**config.mk**
```make
export PLATFORM = sky130hd
export DESIGN_NAME = mem_stage_ctrl_flat
export DESIGN_NICKNAME = d
export VERILOG_FILES = /design/src/rtl/mem_stage_ctrl_if.sv /design/src/rtl/mem_stage_ctrl.sv /design/src/flat_wrapper.sv
export SDC_FILE = /design/constraint.sdc
export NUM_CORES = 1
export LEC_CHECK = 0
export CAP_MARGIN = 5
export CORE_MARGIN = 2
export CORE_UTILIZATION = 35
export DETAILED_ROUTE_END_ITERATION = 7
export PLACE_DENSITY = 0.81
export RECOVER_POWER = 25
export SYNTH_ARGS = -nofsm -noshare
export SYNTH_HDL_FRONTEND = slang
export SYNTH_SLANG_ARGS = --single-unit
export TNS_END_PERCENT = 50
```
**constraint.sdc**
```tcl
create_clock -name clk -period 2.65 [get_ports clk]
set_input_delay 0.6625 -clock clk [delete_from_list [all_inputs] [get_ports clk]]
set_output_delay 0.6625 -clock clk [all_outputs]
set_load 0.05 [all_outputs]
```
**src/rtl/mem_stage_ctrl_if.sv**
```systemverilog
// mem_stage_ctrl_if: EX/MEM -> MEM/WB boundary bundle for the memory stage.
//   ex2mem_*   : instruction fields from the EX/MEM register.
//   mem_flush  : kill the instruction currently in MEM.
//   lsu_*      : variable-latency load response (rvalid is a one-cycle pulse).
//   mem_stall  : back-pressure to EX/MEM and everything upstream.
//   mem2wb_*   : MEM/WB pipeline register contents.
// master = pipeline/LSU side driving the stage, slave = the stage itself.
interface mem_stage_ctrl_if #(
  parameter int unsigned XLEN    = 32,
  parameter int unsigned RF_AW   = 5,
  parameter int unsigned CSR_AW  = 12,
  parameter int unsigned CSR_OPW = 2
);
  logic               ex2mem_valid;
  logic               ex2mem_reg_wen;
  logic [RF_AW-1:0]   ex2mem_reg_waddr;
  logic [XLEN-1:0]    ex2mem_alu_out;
  logic               ex2mem_mem_rd;
  logic [2:0]         ex2mem_load_fn;
  logic               ex2mem_csr_rd;
  logic [CSR_OPW-1:0] ex2mem_csr_wr_op;
  logic [XLEN-1:0]    ex2mem_csr_wdata;
  logic [CSR_AW-1:0]  ex2mem_csr_addr;
  logic               ex2mem_sel_csr;
  logic               ex2mem_ill_instr;
  logic               mem_flush;
  logic               lsu_rvalid;
  logic [XLEN-1:0]    lsu_rdata;
  logic               mem_stall;
  logic               mem2wb_valid;
  logic               mem2wb_reg_wen;
  logic [RF_AW-1:0]   mem2wb_reg_waddr;
  logic [XLEN-1:0]    mem2wb_reg_wdata;
  logic               mem2wb_csr_rd;
  logic [CSR_OPW-1:0] mem2wb_csr_wr_op;
  logic [XLEN-1:0]    mem2wb_csr_wdata;
  logic [CSR_AW-1:0]  mem2wb_csr_addr;
  logic               mem2wb_sel_csr;
  logic               mem2wb_ill_instr;

  modport master (
    output ex2mem_valid, ex2mem_reg_wen, ex2mem_reg_waddr, ex2mem_alu_out,
           ex2mem_mem_rd, ex2mem_load_fn, ex2mem_csr_rd, ex2mem_csr_wr_op,
           ex2mem_csr_wdata, ex2mem_csr_addr, ex2mem_sel_csr, ex2mem_ill_instr,
           mem_flush, lsu_rvalid, lsu_rdata,
    input  mem_stall, mem2wb_valid, mem2wb_reg_wen, mem2wb_reg_waddr,
           mem2wb_reg_wdata, mem2wb_csr_rd, mem2wb_csr_wr_op, mem2wb_csr_wdata,
           mem2wb_csr_addr, mem2wb_sel_csr, mem2wb_ill_instr
  );

  modport slave (
    input  ex2mem_valid, ex2mem_reg_wen, ex2mem_reg_waddr, ex2mem_alu_out,
           ex2mem_mem_rd, ex2mem_load_fn, ex2mem_csr_rd, ex2mem_csr_wr_op,
           ex2mem_csr_wdata, ex2mem_csr_addr, ex2mem_sel_csr, ex2mem_ill_instr,
           mem_flush, lsu_rvalid, lsu_rdata,
    output mem_stall, mem2wb_valid, mem2wb_reg_wen, mem2wb_reg_waddr,
           mem2wb_reg_wdata, mem2wb_csr_rd, mem2wb_csr_wr_op, mem2wb_csr_wdata,
           mem2wb_csr_addr, mem2wb_sel_csr, mem2wb_ill_instr
  );
endinterface

```
**src/rtl/mem_stage_ctrl.sv**
```systemverilog
// mem_stage_ctrl: memory pipeline stage between EX/MEM and MEM/WB.
//   clk, rst : clock and synchronous active-high reset.
//   bus      : mem_stage_ctrl_if slave view (ex2mem_* in, lsu_* in,
//              mem_flush in, mem_stall out, mem2wb_* out).
// Waits on a variable-latency LSU response for loads, stalling upstream,
// aligns/extends sub-word load data, and can discard a flushed load's
// response that is still owed by the LSU.
module mem_stage_ctrl #(
  parameter int unsigned XLEN    = 32,
  parameter int unsigned RF_AW   = 5,
  parameter int unsigned CSR_AW  = 12,
  parameter int unsigned CSR_OPW = 2
) (
  input  logic            clk,
  input  logic            rst,
  mem_stage_ctrl_if.slave bus
);
  localparam int unsigned OFFW = (XLEN == 64) ? 3 : 2;

  typedef enum logic [1:0] {IDLE, WAIT, DRAIN} state_t;

  state_t          state, state_nxt;
  logic            load_req;
  logic            stall;
  logic            cap_valid;
  logic            cap_legal;
  logic [OFFW-1:0] off;
  logic [XLEN-1:0] shifted;
  logic [XLEN-1:0] load_data;

  assign load_req = bus.ex2mem_valid & bus.ex2mem_mem_rd;

  always_ff @(posedge clk) begin
    if (rst) state <= IDLE;
    else     state <= state_nxt;
  end

  // DRAIN keeps stalling until the killed load's response has been swallowed.
  always_comb begin
    state_nxt = state;
    stall     = 1'b0;
    case (state)
      IDLE: begin
        if (load_req && !bus.lsu_rvalid && !bus.mem_flush) begin
          state_nxt = WAIT;
          stall     = 1'b1;
        end
      end
      WAIT: begin
        if (bus.lsu_rvalid) begin
          state_nxt = IDLE;
        end else begin
          stall = 1'b1;
          if (bus.mem_flush) state_nxt = DRAIN;
        end
      end
      DRAIN: begin
        stall = 1'b1;
        if (bus.lsu_rvalid) state_nxt = IDLE;
      end
      default: state_nxt = IDLE;
    endcase
  end

  assign bus.mem_stall = stall;

  assign off     = bus.ex2mem_alu_out[OFFW-1:0];
  assign shifted = bus.lsu_rdata >> {off, 3'b000};

  always_comb begin
    load_data = shifted;
    case (bus.ex2mem_load_fn)
      3'b000: load_data = XLEN'($signed(shifted[7:0]));
      3'b100: load_data = XLEN'(shifted[7:0]);
      3'b001: load_data = XLEN'($signed(shifted[15:0]));
      3'b101: load_data = XLEN'(shifted[15:0]);
      3'b010: if (XLEN == 64) load_data = XLEN'($signed(shifted[31:0]));
      3'b110: if (XLEN == 64) load_data = XLEN'(shifted[31:0]);
      default: load_data = shifted;
    endcase
  end

  assign cap_valid = bus.ex2mem_valid & ~bus.mem_flush & (state != DRAIN);
  assign cap_legal = cap_valid & ~bus.ex2mem_ill_instr;

  // A stalled cycle inserts a bubble; the payload fields keep their value.
  always_ff @(posedge clk) begin
    if (rst) begin
      bus.mem2wb_valid     <= 1'b0;
      bus.mem2wb_reg_wen   <= 1'b0;
      bus.mem2wb_reg_waddr <= '0;
      bus.mem2wb_reg_wdata <= '0;
      bus.mem2wb_csr_rd    <= 1'b0;
      bus.mem2wb_csr_wr_op <= '0;
      bus.mem2wb_csr_wdata <= '0;
      bus.mem2wb_csr_addr  <= '0;
      bus.mem2wb_sel_csr   <= 1'b0;
      bus.mem2wb_ill_instr <= 1'b0;
    end else if (stall) begin
      bus.mem2wb_valid <= 1'b0;
    end else begin
      bus.mem2wb_valid     <= cap_valid;
      bus.mem2wb_reg_wen   <= cap_legal & bus.ex2mem_reg_wen & (bus.ex2mem_reg_waddr != '0);
      bus.mem2wb_reg_waddr <= bus.ex2mem_reg_waddr;
      bus.mem2wb_reg_wdata <= bus.ex2mem_mem_rd ? load_data : bus.ex2mem_alu_out;
      bus.mem2wb_csr_rd    <= cap_legal & bus.ex2mem_csr_rd;
      bus.mem2wb_csr_wr_op <= cap_legal ? bus.ex2mem_csr_wr_op : '0;
      bus.mem2wb_csr_wdata <= bus.ex2mem_csr_wdata;
      bus.mem2wb_csr_addr  <= bus.ex2mem_csr_addr;
      bus.mem2wb_sel_csr   <= bus.ex2mem_sel_csr;
      bus.mem2wb_ill_instr <= cap_valid & bus.ex2mem_ill_instr;
    end
  end
endmodule

```
**src/flat_wrapper.sv**
```systemverilog
// flat-port wrapper written by rule: the top's interface ports become plain ports
module mem_stage_ctrl_flat 
#(
  parameter int unsigned XLEN    = 32,
  parameter int unsigned RF_AW   = 5,
  parameter int unsigned CSR_AW  = 12,
  parameter int unsigned CSR_OPW = 2
)
  (clk, rst, bus_ex2mem_valid, bus_ex2mem_reg_wen, bus_ex2mem_reg_waddr, bus_ex2mem_alu_out, bus_ex2mem_mem_rd, bus_ex2mem_load_fn, bus_ex2mem_csr_rd, bus_ex2mem_csr_wr_op, bus_ex2mem_csr_wdata, bus_ex2mem_csr_addr, bus_ex2mem_sel_csr, bus_ex2mem_ill_instr, bus_mem_flush, bus_lsu_rvalid, bus_lsu_rdata, bus_mem_stall, bus_mem2wb_valid, bus_mem2wb_reg_wen, bus_mem2wb_reg_waddr, bus_mem2wb_reg_wdata, bus_mem2wb_csr_rd, bus_mem2wb_csr_wr_op, bus_mem2wb_csr_wdata, bus_mem2wb_csr_addr, bus_mem2wb_sel_csr, bus_mem2wb_ill_instr);
  mem_stage_ctrl_if #(.XLEN(XLEN), .RF_AW(RF_AW), .CSR_AW(CSR_AW), .CSR_OPW(CSR_OPW)) bus_i ();
  input  logic clk;
  input  logic rst;
  input wire logic [$bits(bus_i.ex2mem_valid)-1:0] bus_ex2mem_valid;
  input wire logic [$bits(bus_i.ex2mem_reg_wen)-1:0] bus_ex2mem_reg_wen;
  input wire logic [$bits(bus_i.ex2mem_reg_waddr)-1:0] bus_ex2mem_reg_waddr;
  input wire logic [$bits(bus_i.ex2mem_alu_out)-1:0] bus_ex2mem_alu_out;
  input wire logic [$bits(bus_i.ex2mem_mem_rd)-1:0] bus_ex2mem_mem_rd;
  input wire logic [$bits(bus_i.ex2mem_load_fn)-1:0] bus_ex2mem_load_fn;
  input wire logic [$bits(bus_i.ex2mem_csr_rd)-1:0] bus_ex2mem_csr_rd;
  input wire logic [$bits(bus_i.ex2mem_csr_wr_op)-1:0] bus_ex2mem_csr_wr_op;
  input wire logic [$bits(bus_i.ex2mem_csr_wdata)-1:0] bus_ex2mem_csr_wdata;
  input wire logic [$bits(bus_i.ex2mem_csr_addr)-1:0] bus_ex2mem_csr_addr;
  input wire logic [$bits(bus_i.ex2mem_sel_csr)-1:0] bus_ex2mem_sel_csr;
  input wire logic [$bits(bus_i.ex2mem_ill_instr)-1:0] bus_ex2mem_ill_instr;
  input wire logic [$bits(bus_i.mem_flush)-1:0] bus_mem_flush;
  input wire logic [$bits(bus_i.lsu_rvalid)-1:0] bus_lsu_rvalid;
  input wire logic [$bits(bus_i.lsu_rdata)-1:0] bus_lsu_rdata;
  output wire logic [$bits(bus_i.mem_stall)-1:0] bus_mem_stall;
  output wire logic [$bits(bus_i.mem2wb_valid)-1:0] bus_mem2wb_valid;
  output wire logic [$bits(bus_i.mem2wb_reg_wen)-1:0] bus_mem2wb_reg_wen;
  output wire logic [$bits(bus_i.mem2wb_reg_waddr)-1:0] bus_mem2wb_reg_waddr;
  output wire logic [$bits(bus_i.mem2wb_reg_wdata)-1:0] bus_mem2wb_reg_wdata;
  output wire logic [$bits(bus_i.mem2wb_csr_rd)-1:0] bus_mem2wb_csr_rd;
  output wire logic [$bits(bus_i.mem2wb_csr_wr_op)-1:0] bus_mem2wb_csr_wr_op;
  output wire logic [$bits(bus_i.mem2wb_csr_wdata)-1:0] bus_mem2wb_csr_wdata;
  output wire logic [$bits(bus_i.mem2wb_csr_addr)-1:0] bus_mem2wb_csr_addr;
  output wire logic [$bits(bus_i.mem2wb_sel_csr)-1:0] bus_mem2wb_sel_csr;
  output wire logic [$bits(bus_i.mem2wb_ill_instr)-1:0] bus_mem2wb_ill_instr;
  assign bus_i.ex2mem_valid = bus_ex2mem_valid;
  assign bus_i.ex2mem_reg_wen = bus_ex2mem_reg_wen;
  assign bus_i.ex2mem_reg_waddr = bus_ex2mem_reg_waddr;
  assign bus_i.ex2mem_alu_out = bus_ex2mem_alu_out;
  assign bus_i.ex2mem_mem_rd = bus_ex2mem_mem_rd;
  assign bus_i.ex2mem_load_fn = bus_ex2mem_load_fn;
  assign bus_i.ex2mem_csr_rd = bus_ex2mem_csr_rd;
  assign bus_i.ex2mem_csr_wr_op = bus_ex2mem_csr_wr_op;
  assign bus_i.ex2mem_csr_wdata = bus_ex2mem_csr_wdata;
  assign bus_i.ex2mem_csr_addr = bus_ex2mem_csr_addr;
  assign bus_i.ex2mem_sel_csr = bus_ex2mem_sel_csr;
  assign bus_i.ex2mem_ill_instr = bus_ex2mem_ill_instr;
  assign bus_i.mem_flush = bus_mem_flush;
  assign bus_i.lsu_rvalid = bus_lsu_rvalid;
  assign bus_i.lsu_rdata = bus_lsu_rdata;
  assign bus_mem_stall = bus_i.mem_stall;
  assign bus_mem2wb_valid = bus_i.mem2wb_valid;
  assign bus_mem2wb_reg_wen = bus_i.mem2wb_reg_wen;
  assign bus_mem2wb_reg_waddr = bus_i.mem2wb_reg_waddr;
  assign bus_mem2wb_reg_wdata = bus_i.mem2wb_reg_wdata;
  assign bus_mem2wb_csr_rd = bus_i.mem2wb_csr_rd;
  assign bus_mem2wb_csr_wr_op = bus_i.mem2wb_csr_wr_op;
  assign bus_mem2wb_csr_wdata = bus_i.mem2wb_csr_wdata;
  assign bus_mem2wb_csr_addr = bus_i.mem2wb_csr_addr;
  assign bus_mem2wb_sel_csr = bus_i.mem2wb_sel_csr;
  assign bus_mem2wb_ill_instr = bus_i.mem2wb_ill_instr;
  mem_stage_ctrl #(.XLEN(XLEN), .RF_AW(RF_AW), .CSR_AW(CSR_AW), .CSR_OPW(CSR_OPW)) u_core (.clk(clk), .rst(rst), .bus(bus_i));
endmodule
```
==> run metrics <==
status finished, final reports clean; fmax 0.388 GHz; share of the synthesized area in the top cell type 45.0%; worst setup path start bus_ex2mem_valid; top cells by count, synth 117 x nand2_1, 90 x dfxtp_1, 82 x a21oi_1; Synth area leaders dfxtp_1 45%, nand2_1 11%, a21oi_1 10%, mux2i_1 6.3%, a211oi_1 3.9%; Mapped Cells 498; CP bufs+invs 3; max_cap viols 0; mux share of post-synthesis cell area 7.19%; HPWL after DPL 10700 um; CP max stage cell clkdlybuf4s50_1; Routed Antenna Nets 0; Worst R2R Start u_core.state[0]$_SDFFE_PP0P_; minimum clock period 2.58 ns; GP Congestion 0.896; H-tree levels 3; wire per inst 16.3 um; Static Leak 2.64 nW; fraction of layout cells with a size suffix above 1 6.46%; clock-pin slew on the worst setup and hold paths 0.06 ns; Syn Area/Cell 8.04 um2; worst skew pair latency 0.34 ns; chip width 111 um; hold_ws 0.449 ns; crit-path leading delay family buffers and inverters; Tot GR Track Use 22.3%; peak supply drop 310 uV; DR DRC count 0; Die Ht 111 um; ys flop type dfxtp_1; port bufs 216; top-count cell post-synth nand2_1; Worst Tran Pin Value 0.749 ns; distinct cell type count after synthesis 40; Synth Register Bits 90; TritonRoute pass-1 iters 5; fin crit share 97.3%; Final Core Density 58.9%; worst path cell trace clkdlybuf4s50_1 > nor2b_4 > a21oi_1 > o31a_2 > inv_4 > buf_12; vias in the first global route 4420; unrepaired setup endpoints after global routing false; final net count 835; hold buffer count at cts 0; CTS Buffer Depth 2; final setup violation count 0; skew final 0.00709 ns; Hold Crit Class reg -> reg; DP Area 6330 um2; number of synthesized flops with an enable pin 0; final instance area 6640 um2; hold_sp u_core.bus.mem2wb_csr_rd$_SDFFE_PP0N_; row count 39; clock sinks 90; CTS tree built; worst endpoint required time 1.99 ns; initial core utilization 35.5%; DIE AREA 12300 um2; I/O Pins 217; Synth Area in Simple Gates 18.2%; Root Buffer clkbuf_16; final worst setup slack 0.0722 ns; CP Capture Type primary output; Post-Synth Adder-Cell Area 0%; DR vias/cell 5.22; first-pass GRT wire length 22400 um; initial antenna violation count 0; Layout area overhead 65.8%; Post-Place Setup Slack -0.120 ns; final wirelength 13900 um; CP Max Fanout 3; ANT cells 0; Mapped Nets 626; xor/xnor cell area share of the yosys netlist 0%; total number of vias 4460; P per Cell Area 582 nW/um2; initial DRC count 333; Final Slew Violations 0; filler instances 955; arrival time worst endpoint 1.92 ns; Reg2Reg Setup Slack 0.74 ns; Slowest Stage Delay on Critical Path 0.49 ns; CTS Buf Count 9; synthesized cell area 4000 um2; main combinational cell family by area after synthesis compound AO/OA/AOI/OAI gates; Warnings, synthesis 0; element type at the critical path start input pin; largest net degree at the start of global routing 47; GRT overflow 0; Synth area leader dfxtp_1; proportion of synthesized chip area in sequential cells 45.0%; FFs w/ async S/R, synth 0%; Slew HR 50.0%; post-CTS setup buffer count 0; complex-gate fraction of the synthesized area 23.7%; Final Hold Fails 0; area of the core 11300 um2; critical path type in -> out
[flip-flops by register name, indices dropped and copies added (netlist names)]
name	flops
u_core.state	2
u_core.bus.mem2wb_reg_wdata	32
u_core.bus.mem2wb_sel_csr	1
u_core.bus.mem2wb_valid	1
u_core.bus.mem2wb_reg_wen	1
u_core.bus.mem2wb_csr_rd	1
u_core.bus.mem2wb_reg_waddr	5
u_core.bus.mem2wb_csr_addr	12
u_core.bus.mem2wb_ill_instr	1
u_core.bus.mem2wb_csr_wr_op	2
u_core.bus.mem2wb_csr_wdata	32
[final timing paths]
check	cells past startpoint	endpoint
setup / recovery	6	bus_mem_stall
setup reg to reg	5	u_core.bus.mem2wb_reg_wdata[31]$_SDFFE_PP0N_
hold reg to reg	2	u_core.bus.mem2wb_csr_rd$_SDFFE_PP0N_
hold / removal	2	u_core.bus.mem2wb_csr_rd$_SDFFE_PP0N_
[worst register-to-register path, stage by stage (launching register included)]
cell and delay, ns:
dfxtp_1 0.37, nand2b_1 0.18, o31a_2 0.21, buf_4 0.39, nand2_1 0.30, o32ai_1 0.35
[repair_timing]
action	CTS	global route
resized for setup	1	2
endpoints found under the hold margin	0	0
endpoints found under the setup margin	1	1
gates cloned	0	0
[cells by family (layout without fill, tap and decap cells)]
family / after synthesis / after routing
buffers and inverters: 51 / 265
and+or+nand+nor: 173 / 173
AOI/OAI and AO/OA: 157 / 157
DFF: 90 / 90
muxes: 27 / 27
[per-stage QoR]
step	TNS (ns)	power (mW)	instances
3_5_place_dp	-1.30	2.58	839
6_report	0	3.86	855
3_3_place_gp	-0.189	2.56	839
5_1_grt	0	4.01	855
4_1_cts	0	3.90	855
2_1_floorplan	0	2.10	498
[per-layer routing]
metal	GRT usage, %	up-vias	wire length [um]
li1	-	2166	-
met1	27.5	2038	5660
met2	36.9	224	6710
met3	4.98	32	1080
met4	10.8	0	465
met5	0	-	0
[layout by cell type (no fill, tap or decap), drive strengths merged, types with 2 or more instances in the layout]
cell           instances
o21ai                 24
clkbuf                13
nand2b                 4
o221ai                 8
nor2b                  4
buf                   23
clkinv                 4
o32ai                  8
or4                    2
dfxtp                 90
nand3b                 2
inv                   10
nor3                   6
a21oi                 82
nand2                117
nor2                  28
and2b                  3
mux2i                 25
a221oi                 6
a211oi                21
clkdlybuf4s50        194
dlygate4sd3           20
nand3                  3
[power by group]
group	leakage [nW]	internal [mW]	switching, mW
logic	1.73	0.433	0.608
registers	0.747	1.45	0.0501
clock network	0.159	0.806	0.519
[area by class of cell]
type / instances / area (um2) / area share, %
Clock inverter: 4 / 48.8 / 0.735
Clock buffer: 12 / 267 / 4.02
Multi-Input combinational cell: 357 / 1970 / 29.7
Sequential cell: 90 / 1800 / 27.1
Timing Repair Buffer: 238 / 2330 / 35.1
Tap cell: 143 / 179 / 2.70
Inverter: 11 / 43.8 / 0.660
Note: power is estimated with default switching activity, not from simulation.
